[src/rtl/reg_file_2w2r.sv]
// Register file: 2**AW x N bits, two byte-enabled write ports, two
// combinational read ports, optional hardwired zero register and optional
// same-cycle write-to-read bypass.
module reg_file_2w2r #(
    parameter int unsigned N        = 32,
    parameter int unsigned AW       = 5,
    parameter int unsigned ZERO_REG = 1,
    parameter int unsigned BYPASS   = 1
) (
    input  logic            Clock,
    input  logic            Reset,
    input  logic [AW-1:0]   Ra,
    input  logic [AW-1:0]   Rb,
    output logic [N-1:0]    busA,
    output logic [N-1:0]    busB,
    input  logic [AW-1:0]   Rw0,
    input  logic            RegWr0,
    input  logic [N/8-1:0]  ByteEn0,
    input  logic [N-1:0]    busW0,
    input  logic [AW-1:0]   Rw1,
    input  logic            RegWr1,
    input  logic [N/8-1:0]  ByteEn1,
    input  logic [N-1:0]    busW1
);

    localparam int unsigned DEPTH = 2 ** AW;
    localparam int unsigned NB    = N / 8;

    logic [N-1:0] mem [DEPTH];

    // Value register 'addr' will hold after this edge: stored bytes, overlaid
    // by port 0, then port 1 (port 1 wins a same-byte collision).
    function automatic logic [N-1:0] merge(input logic [AW-1:0] addr,
                                           input logic [N-1:0]  old);
        logic [N-1:0] res;
        res = old;
        for (int b = 0; b < NB; b++) begin
            if (RegWr0 && (Rw0 == addr) && ByteEn0[b]) begin
                res[b*8 +: 8] = busW0[b*8 +: 8];
            end
            if (RegWr1 && (Rw1 == addr) && ByteEn1[b]) begin
                res[b*8 +: 8] = busW1[b*8 +: 8];
            end
        end
        return res;
    endfunction

    function automatic logic is_zero_reg(input logic [AW-1:0] addr);
        return (ZERO_REG != 0) && (addr == '0);
    endfunction

    // Storage update: clear on reset, otherwise apply merged writes per register.
    always_ff @(posedge Clock or posedge Reset) begin
        if (Reset) begin
            for (int r = 0; r < DEPTH; r++) begin
                mem[r] <= '0;
            end
        end else begin
            for (int r = 0; r < DEPTH; r++) begin
                if (!is_zero_reg(AW'(r))) begin
                    mem[r] <= merge(AW'(r), mem[r]);
                end
            end
        end
    end

    // Read port A: forced to 0 during reset and for the zero register.
    always_comb begin
        busA = '0;
        if (!Reset && !is_zero_reg(Ra)) begin
            busA = (BYPASS != 0) ? merge(Ra, mem[Ra]) : mem[Ra];
        end
    end

    // Read port B: same rules as port A.
    always_comb begin
        busB = '0;
        if (!Reset && !is_zero_reg(Rb)) begin
            busB = (BYPASS != 0) ? merge(Rb, mem[Rb]) : mem[Rb];
        end
    end

endmodule

[config.mk]
export PLATFORM = sky130hd
export DESIGN_NAME = reg_file_2w2r
export DESIGN_NICKNAME = d
export VERILOG_FILES = /design/src/rtl/reg_file_2w2r.sv
export SDC_FILE = /design/constraint.sdc
export NUM_CORES = 2
export LEC_CHECK = 0
export ABC_AREA = 1
export BUFFER_PORTS_ARGS = -buffer_cell sky130_fd_sc_hd__buf_2
export CORE_UTILIZATION = 39
export CTS_CLUSTER_DIAMETER = 120
export DETAILED_ROUTE_END_ITERATION = 10
export PLACE_DENSITY = 0.56
export SYNTH_ARGS = -nofsm -noshare
export SYNTH_HDL_FRONTEND = slang
export SYNTH_SLANG_ARGS = --single-unit
export TNS_END_PERCENT = 20
[constraint.sdc]
create_clock -name Clock -period 96 [get_ports Clock]
set_input_delay 28.8 -clock Clock [delete_from_list [all_inputs] [get_ports Clock]]
set_output_delay 28.8 -clock Clock [all_outputs]
set_load 0.01 [all_outputs]
==> flow_metrics.tcl <==
set metrics [dict create \
    status "complete, no violations" \
    postPlaceCellArea_um2 68100 \
    rsz0062_at_grt "false" \
    crit_required_ps 67200 \
    cts-buffers-inserted 118 \
    synth_nets 10100 \
    skew_ps 0 \
    clk_pin_slew_ps 60 \
    vdd_drop_max_mv 0.0182 \
    drt_iter0_drc 12300 \
    yosysTopAreaCell "dfrtp_1" \
    largest_reg_flops 992 \
    slowest_stage "nand4_2" \
    synth.distinct_cells 36 \
    post-route-drc-count 0 \
    net-switching-power_uw 536 \
    num_vias 77900 \
    viasPerCell 6.47 \
    io_pins 160 \
    finalHoldViolations 0 \
    final_area_um2 72100 \
    grt_pass1_vias 71100 \
    totalWireLength_mm 370 \
    cts_tree "done" \
    ys_seq_area_share_pct 37.5 \
    worstPathArrival_ps 33770 \
    synth_ff_type "dfrtp_1" \
    fmax_mhz 16.0 \
    grt_max_degree 195 \
    firstDrtPassIters 8 \
    synth-edff-count 0 \
    cp_max_fo 145 \
    placed_cells 11800 \
    cp_common_cell "nor2_1" \
    power_density_nw_per_um2 20.1 \
    cts_root_buf "clkbuf_16" \
    start_util_pct 39.4 \
    synth.area.top_cells "dfrtp_1, nand2_1, nand3_1, o221ai_1, o21ai_0" \
    worstMarginPinSlew_ps 1350 \
    antenna_found_initial 36 \
    seq_power_share_pct 41.6 \
    period_needed_ps 62570 \
    grtUsageTotal_pct 41.7 \
    swShare_pct 37.0 \
    critPathCaptureType "primary output" \
    cp_cell_sequence "buf_8 > inv_8 > buf_12 > buf_4 > o21ai_0 > a21oi_2 > nand4_2 > nor2_1 > nor2_1 > a21oi_1 > buf_2" \
    crit_type "in2out" \
    die_x_um 414 \
    overflow 0 \
    routedWlPerCell_um 30.7 \
    finalWorstSetupSlack_ps 33430 \
    final_layout_size_suffix_gt1_share_pct 7.05 \
    synth-seq-cells 992 \
    row_count 150 \
    p_clk_share_pct 33.3 \
    hpwl_mm 234 \
    cap_violations 0 \
    synthCells 10000 \
    drv_slew 0 \
    worstSetupStartpointType "primary input" \
    pwr-share-comb_pct 25.0 \
    final-setup-viol-count 0 \
    cts_sinks 992 \
    period_share_pct 65.2 \
    gp_congestion 0.996 \
    yosysWarnings 32 \
    pre_cts_ws_ps 33890 \
    dieArea_um2 172000 \
    hp-class "reg2reg" \
    final_nets 9832 \
    ant_nets 0 \
    critPathTopFamily "buffers and inverters" \
    grt_pass1_wl_mm 525 \
    slowest_delay_ps 760 \
    clk_path_buf_depth 3 \
    io_buffers 159 \
    post_cts_buffers 0 \
    synth_top_area_share_pct 37.5 \
    area_delta_synth_final_pct 8.89 \
    final.setup.tns_ps 0 \
    cts.repair.resized 0 \
    core-area_um2 168000 \
    cts_hold_buf 0 \
    insertion_delay_ps 810 \
    largest-register "mem" \
    slew_headroom_pct 9.82 \
    avgSynthCellArea_um2 6.60 \
    leakage_uw 0.0335 \
    p_int_uw 913 \
    ctsHtreeMaxLevel 3 \
    postSynth.asyncResetShare_pct 100 \
    stdcell_count 12100 \
    netlist_area_um2 66300 \
    crit_buf_inv 5 \
    largestRegisters "mem: 992 flops" \
    dieHeight_um 414 \
]
-- through the flow --
stage | util, % | power, uW | hold WS [ps]
3_5_place_dp | 40.6 | 955 | 477
4_1_cts | 42.9 | 1430 | 493
6_report | 42.9 | 1450 | 489
5_1_grt | 42.9 | 1500 | 504
2_1_floorplan | - | 818 | 453
3_3_place_gp | 40.6 | 949 | 472
-- layout by cell type, fill, tap and decap left out, types with 8 or more instances in the layout --
master / n
clkbuf_8: 25
a41oi_1: 9
a21oi_1: 246
inv_1: 487
nor2_4: 30
clkinv_1: 28
nand2_1: 3653
buf_4: 155
clkbuf_1: 23
nand3_2: 23
clkbuf_16: 119
nand3_1: 1438
nand4_1: 8
nor2_1: 739
o211ai_1: 106
a22oi_1: 21
buf_2: 151
clkinv_2: 26
nor3_1: 101
nor2_2: 39
o221ai_1: 514
a31oi_1: 27
a221oi_1: 33
nand2_2: 8
o21ai_1: 28
o21ai_0: 575
diode_2: 21
bufinv_16: 12
inv_2: 67
o22ai_1: 92
dfrtp_1: 992
-- worst paths after layout --
kind,startpoint,cells after the start,slack [ps],end
max,Ra[0],11,33430,busA[6]
min,mem[47],2,490,mem[47]
max reg2reg,mem[41],2,95110,mem[41]
min reg2reg,mem[47],2,490,mem[47]
max in group asynchronous,Reset,6,64120,mem[208]
min in group asynchronous,Reset,2,28040,mem[580]
-- cells in the mapped netlist (24+ instances only) --
cell      number
nand2_1     3655
nand3_1     1438
dfrtp_1      992
nor2_1       752
o21ai_0      575
o221ai_1     514
inv_1        506
clkbuf_1     401
a21oi_1      246
buf_2        246
o211ai_1     106
nor3_1       101
o22ai_1       92
buf_1         75
inv_2         59
a221oi_1      33
nor2_2        31
o21ai_1       28
a31oi_1       27
nor2_4        25
clkinv_1      24
-- cell type report --
| class | count | area, um2 |
|---|---|---|
| antenna | 21 | 52.6 |
| clock buffer | 167 | 3410 |
| clock inverter | 43 | 549 |
| fill | 17600 | 95800 |
| inverter | 589 | 2250 |
| multi-input combinational | 7716 | 36200 |
| sequential | 992 | 24800 |
| tap | 2204 | 2760 |
| timing repair buffer | 319 | 2130 |
-- power by group through the flow --
stage | logic (uW) | registers (uW) | clock network (uW)
finish | 362 | 603 | 483
global placement | 344 | 605 | 0
detailed placement | 350 | 605 | 0
CTS | 351 | 599 | 482
floorplan | 243 | 575 | 0
global route | 395 | 612 | 497
-- routing by layer --
layer	vias up	share of wire, %	global-route usage, %
li1	33200	-	-
met1	37100	36	52.0
met2	5983	41	60.0
met3	1648	13	12.5
met4	32	9.3	32.4
met5	-	0.075	0
-- tightest hold or removal path, delay by kind of cell, from the launching register on --
kind,cells,cell delay (ps)
compound gates,1,60
flops,1,340
simple gates,1,50
-- cell families (layout without fill, tap and decap cells) --
logic type	after synthesis	in the layout	share of synthesized area, %
AOI/OAI and AO/OA	1670	1670	16.6
buffers and inverters	1324	1118	8.04
DFF	992	992	37.5
other	0	21	0
and+or+nand+nor	6046	6046	37.9
(Power assumes the default switching activity.)
